## src/rtl/hilo_div_unit.sv

```systemverilog
// hilo_div_unit: iterative radix-2 restoring divider for DIV/DIVU.
// Produces {remainder, quotient} as the HI/LO register-file write, with a
// one-cycle hl_write_enable pulse on completion.
// Optional build macro: HILO_DIV_EARLY_EN (early exit when |dividend| < |divisor|).
module hilo_div_unit #(
    parameter int WIDTH = 32
) (
    input  logic               clk,
    input  logic               rst,
    input  logic               flush,
    input  logic               start,
    input  logic               is_signed,
    input  logic [WIDTH-1:0]   dividend,
    input  logic [WIDTH-1:0]   divisor,
    output logic               busy,
    output logic [2*WIDTH-1:0] hl_data,
    output logic               hl_write_enable
);

    // state | meaning
    // IDLE  | waiting for start
    // PREP  | form operand magnitudes and sign flags
    // ITER  | one shift/subtract step per cycle, WIDTH steps
    // FIX   | apply signs / special cases, register result
    // DONE  | write pulse cycle; accepts a new start like IDLE
    typedef enum logic [2:0] {
        S_IDLE,
        S_PREP,
        S_ITER,
        S_FIX,
        S_DONE
    } state_t;

    localparam int CW = $clog2(WIDTH) + 1;

    state_t           state, state_nx;
    logic [CW-1:0]    cnt;
    logic [WIDTH-1:0] dvd_raw, dvs_raw;
    logic             sgn_raw;
    logic [WIDTH-1:0] quo, rem, dvs_abs;
    logic             neg_q, neg_r, early;

    logic             accept;
    logic [WIDTH-1:0] dvd_mag, dvs_mag;
    logic             early_hit;
    logic [WIDTH:0]   rem_sh, rem_diff;
    logic             rem_ge;
    logic [WIDTH-1:0] quo_fix, rem_fix;
    logic [2*WIDTH-1:0] result;

    assign busy   = (state == S_PREP) || (state == S_ITER) || (state == S_FIX);
    assign accept = ((state == S_IDLE) || (state == S_DONE)) && start && !flush;

    // Operand magnitudes from the sampled raw values
    always_comb begin
        dvd_mag = dvd_raw;
        dvs_mag = dvs_raw;
        if (sgn_raw && dvd_raw[WIDTH-1]) dvd_mag = (~dvd_raw) + WIDTH'(1);
        if (sgn_raw && dvs_raw[WIDTH-1]) dvs_mag = (~dvs_raw) + WIDTH'(1);
    end

    // Early-exit decision, only present in the early-exit build
    always_comb begin
        early_hit = 1'b0;
`ifdef HILO_DIV_EARLY_EN
        early_hit = (dvs_raw != '0) && (dvd_mag < dvs_mag);
`endif
    end

    // One restoring step. The partial remainder is always below the divisor,
    // so after the shift it is below 2*divisor: bit WIDTH of the difference
    // is a clean borrow flag and the kept remainder fits in WIDTH bits.
    always_comb begin
        rem_sh   = {rem, quo[WIDTH-1]};
        rem_diff = rem_sh - {1'b0, dvs_abs};
        rem_ge   = ~rem_diff[WIDTH];
    end

    // Final sign application and special-case results
    always_comb begin
        quo_fix = neg_q ? (~quo) + WIDTH'(1) : quo;
        rem_fix = neg_r ? (~rem) + WIDTH'(1) : rem;
        if (dvs_raw == '0)
            result = {dvd_raw, {WIDTH{1'b1}}};
        else if (early)
            result = {dvd_raw, {WIDTH{1'b0}}};
        else
            result = {rem_fix, quo_fix};
    end

    // State register
    always_ff @(posedge clk) begin
        if (rst) state <= S_IDLE;
        else     state <= state_nx;
    end

    // Next-state logic; flush overrides everything but reset
    always_comb begin
        state_nx = state;
        case (state)
            S_IDLE, S_DONE: state_nx = accept ? S_PREP : S_IDLE;
            S_PREP:         state_nx = early_hit ? S_FIX : S_ITER;
            S_ITER:         state_nx = (cnt == CW'(WIDTH - 1)) ? S_FIX : S_ITER;
            S_FIX:          state_nx = S_DONE;
            default:        state_nx = S_IDLE;
        endcase
        if (flush) state_nx = S_IDLE;
    end

    // Datapath: operand capture, iteration, result register and write pulse
    always_ff @(posedge clk) begin
        if (rst) begin
            cnt             <= '0;
            dvd_raw         <= '0;
            dvs_raw         <= '0;
            sgn_raw         <= 1'b0;
            quo             <= '0;
            rem             <= '0;
            dvs_abs         <= '0;
            neg_q           <= 1'b0;
            neg_r           <= 1'b0;
            early           <= 1'b0;
            hl_data         <= '0;
            hl_write_enable <= 1'b0;
        end else begin
            hl_write_enable <= (state == S_FIX) && !flush;
            case (state)
                S_IDLE, S_DONE: begin
                    if (accept) begin
                        dvd_raw <= dividend;
                        dvs_raw <= divisor;
                        sgn_raw <= is_signed;
                    end
                end
                S_PREP: begin
                    quo     <= dvd_mag;
                    rem     <= '0;
                    dvs_abs <= dvs_mag;
                    neg_q   <= sgn_raw && (dvd_raw[WIDTH-1] ^ dvs_raw[WIDTH-1]);
                    neg_r   <= sgn_raw && dvd_raw[WIDTH-1];
                    early   <= early_hit;
                    cnt     <= '0;
                end
                S_ITER: begin
                    rem <= rem_ge ? rem_diff[WIDTH-1:0] : rem_sh[WIDTH-1:0];
                    quo <= {quo[WIDTH-2:0], rem_ge};
                    cnt <= cnt + CW'(1);
                end
                S_FIX: begin
                    if (!flush) hl_data <= result;
                end
                default: ;
            endcase
        end
    end

endmodule

```

## config.mk

```make
export PLATFORM = sky130hd
export DESIGN_NAME = hilo_div_unit
export DESIGN_NICKNAME = d
export VERILOG_FILES = /design/src/rtl/hilo_div_unit.sv
export SDC_FILE = /design/constraint.sdc
export NUM_CORES = 1
export LEC_CHECK = 0
export ABC_AREA = 1
export BUFFER_PORTS_ARGS = -buffer_cell sky130_fd_sc_hd__clkbuf_2
export CAP_MARGIN = 20
export CORE_MARGIN = 2
export CORE_UTILIZATION = 46
export CTS_CLUSTER_DIAMETER = 40
export DETAILED_ROUTE_END_ITERATION = 6
export GPL_TIMING_DRIVEN = 0
export PLACE_DENSITY = 0.6
export SYNTH_ARGS = -nofsm -noshare
export SYNTH_HDL_FRONTEND = slang
export SYNTH_SLANG_ARGS = --single-unit
```

## constraint.sdc

```tcl
create_clock -name clk -period 2.7 [get_ports clk]
set_clock_uncertainty 0.2 [all_clocks]
set_input_delay 0.27 -clock clk [delete_from_list [all_inputs] [get_ports clk]]
set_output_delay 0.27 -clock clk [all_outputs]
set_load 0.005 [all_outputs]
```

==> impl_metrics.yaml <==
outcome:
  status: "complete, no violations"
setup_path:
  crit_required_ps: 2910
  critPathArrivalTime_ps: 2850
  end_kind: "flop"
  critPathMaxFanout: 7
  crit_top_cell: "nand2_2"
  slowest_stage: "ha_1"
  start_kind: "flop"
  path_class: "reg -> reg"
  path_cells: "inv_1 > ha_1 > nand2_2 > inv_2 > a21oi_2 > nand2_2 > nand2_2 > nand2_4 > nand2_4 > nand3_4 > nand2_8 > clkbuf_16 > nand2_2 > nand3_2 > a21oi_2"
  path_delay_family: "simple AND/OR/NAND/NOR gates"
  cpPeakStageDelay_ps: 390
  critPathBufInv: 3
finish:
  register_area_sq_um: 4760
  final_common_cell: "nand2_1"
  postLayoutCoreUtil: 0.577
  fillers: 3444
  layout.nets: 2835
  drive_above_1_share: 0.152
  multiInputGateArea_sq_um: 9230
  most-common-layout-cells: "nand2_1, inv_1, dfxtp_1"
  area_growth_pct: 23.9
  diodes: 0
synth:
  synth-compound-area-share: 0.177
  synth_top_area_cell: "dfxtp_1"
  synth_nets: 2579
  syn_inst: 2472
  synth_top_area_share: 0.306
  synthesis.area_sq_um: 15500
  syn_area_per_cell_sq_um: 6.28
  ys_seq_area_frac: 0.306
  muxShareOfSynthArea: 0
  synth_simple_gate_area_share: 0.338
  synthTopCellsByArea: "dfxtp_1, nand2_1, inv_1, nand3_1, a21oi_1"
  synth_top_family_by_area: "simple AND/OR/NAND/NOR gates"
  synth-xor-area-share: 0.0327
  ys_ff_latch: 237
  synth-adder-area-share: 0.0311
  ys_warn_count: 0
  synth_cell_types: 49
grt:
  grt_pass1_wl_microns: 93100
  grt.overflow.total: 0
  antenna_found_initial: 0
  grt_max_degree: 12
  track_usage: 0.339
  grt_pass1_vias: 16200
clock_tree:
  cts_sinks: 237
  cts_buffers: 39
  insertion_delay_ps: 570
  path_clk_slew_ps: 50
  htreeDepth: 2
  cts_root_buf: "clkbuf_16"
  clockBufferDepth: 3
  cts_tree: "built"
placement:
  port_buffers: 134
  gp_congestion: 0.953
  dp_hpwl_microns: 47700
power:
  power_mw: 11.4
  pwr_density_cell_nw_per_um2: 594
  ir_drop_uv: 466
  p_leak_nw: 8.95
sta:
  rsz0062_at_grt: "yes"
  fin_crit_sh: 0.977
  max_freq_mhz: 379
  max-slew-margin-rel: 0.433
  setup_viol: 0
  slew_violations: 0
  hold_viol: 0
  worst_slew_pin_slew_ps: 851
  post-route-min-period_ps: 2640
route:
  first_pass_iters: 6
  vias: 17400
  vias_per_cell: 5.41
  avgRoutedWirePerCell_microns: 18.7
  met3WireLength_microns: 4710
  drt-initial-drc-count: 1748
  wirelength_microns: 60100
  wl_met1_microns: 29100
  drc: 0
  postRouteAntennaNets: 0
  routed.top_layer: "met4"
  wl_met2_microns: 24900
die:
  die_w_microns: 188
  fp-row-count: 67
  dieArea_sq_um: 35200
  fp.dieH_microns: 188
  io-pin-count: 135
  core_sq_um: 33400
  start_util: 0.465
worst_hold_path:
  hp-class: "reg -> reg"
flow_run:
  max_cap_viol_count: 0
-- per-layer routing --
metal / global-route usage / up-vias
met5: 0 / -
met3: 0.0492 / 89
met2: 0.509 / 724
met1: 0.507 / 8017
met4: 0.0827 / 0
li1: - / 8522
-- cell families (layout without fill, tap and decap cells) --
logic type	Yosys count	count (layout)
AOI/OAI and AO/OA	499	499
xor gates and xnor gates	58	58
adders and majority gates	38	38
buffers and inverters	454	740
DFF	237	237
and+or+nand+nor	1186	1186
-- power by group --
group	switching [mW]	internal [mW]
Sequential	0.101	3.60
Clock	1.96	3.31
Combinational	1.61	0.851
-- final cells by class --
type	instances	area share
repair buffers	215	0.0775
inverters	352	0.0689
clock buffers	45	0.0545
clock inverters	26	0.0172
well taps	448	0.0291
multi-input cells	1781	0.480
plain buffers	102	0.0258
flip-flops and latches	237	0.247
-- through the flow --
stage               instance area [sq um]  std cells  hold WS [ps]  worst slack [ps]  TNS (ps)
finish                              19200       3206           267              61.1         0
global route                        19200       3206           286             -19.1     -73.5
CTS                                 18800       3191           267              9.27         0
detailed placement                  16800       3054           259              -296     -7310
global placement                    16800       3054           255              -244     -5900
floorplan                           15500       2472           237               284         0
-- synth_stat cells, drive strengths merged --
cell / n
nor2: 233
o21bai: 5
a221oi: 2
a22oi: 1
or2: 4
nand3: 235
xor2: 40
inv: 347
a21oi: 229
nand2: 646
ha: 37
o221ai: 9
nor3: 28
o21ai: 201
dfxtp: 237
xnor2: 18
nor4: 3
clkbuf: 71
a21o: 2
nand4: 21
clkinv: 5
buf: 31
fa: 1
a311oi: 1
and2: 6
a31oi: 26
nand3b: 10
o211ai: 7
o22ai: 13
o31ai: 3
-- path summary, 6_finish.rpt --
check | startpoint | end | slack [ps] | cells past startpoint
worst max-delay path | dvs_abs[6]$_SDFFE_PP0P_ | rem[11]$_SDFFE_PP0P_ | 60 | 15
worst min-delay path | hl_data[44]$_SDFFE_PP0P_ | hl_data[44]$_SDFFE_PP0P_ | 270 | 2
worst max register to register | dvs_abs[6]$_SDFFE_PP0P_ | rem[11]$_SDFFE_PP0P_ | 60 | 15
worst min register to register | hl_data[44]$_SDFFE_PP0P_ | hl_data[44]$_SDFFE_PP0P_ | 270 | 2
-- state kept, by name, indices dropped and copies added, names as in the netlist --
register	cells
dvs_raw	32
cnt	6
dvd_raw	32
neg_q	1
hl_data	64
quo	32
rem	32
dvs_abs	32
sgn_raw	1
neg_r	1
hl_write_enable	1
state	3
-- worst register-to-register path: stages, from the launching register on --
cell	delay, ps
dfxtp_1	340
inv_1	120
ha_1	390
nand2_2	160
inv_2	50
a21oi_2	170
nand2_2	110
nand2_2	90
nand2_4	60
nand2_4	90
nand3_4	160
nand2_8	200
clkbuf_16	170
nand2_2	60
nand3_2	70
a21oi_2	50
-- repair_timing --
item,CTS,global route
hold buffers,66,0
cloned,0,2
buffers inserted,0,13
endpoints found under the hold margin,67,0
endpoints found under the setup margin,40,57
gates resized for setup,13,62
pin swaps,1,9
(Power assumes the default switching activity.)
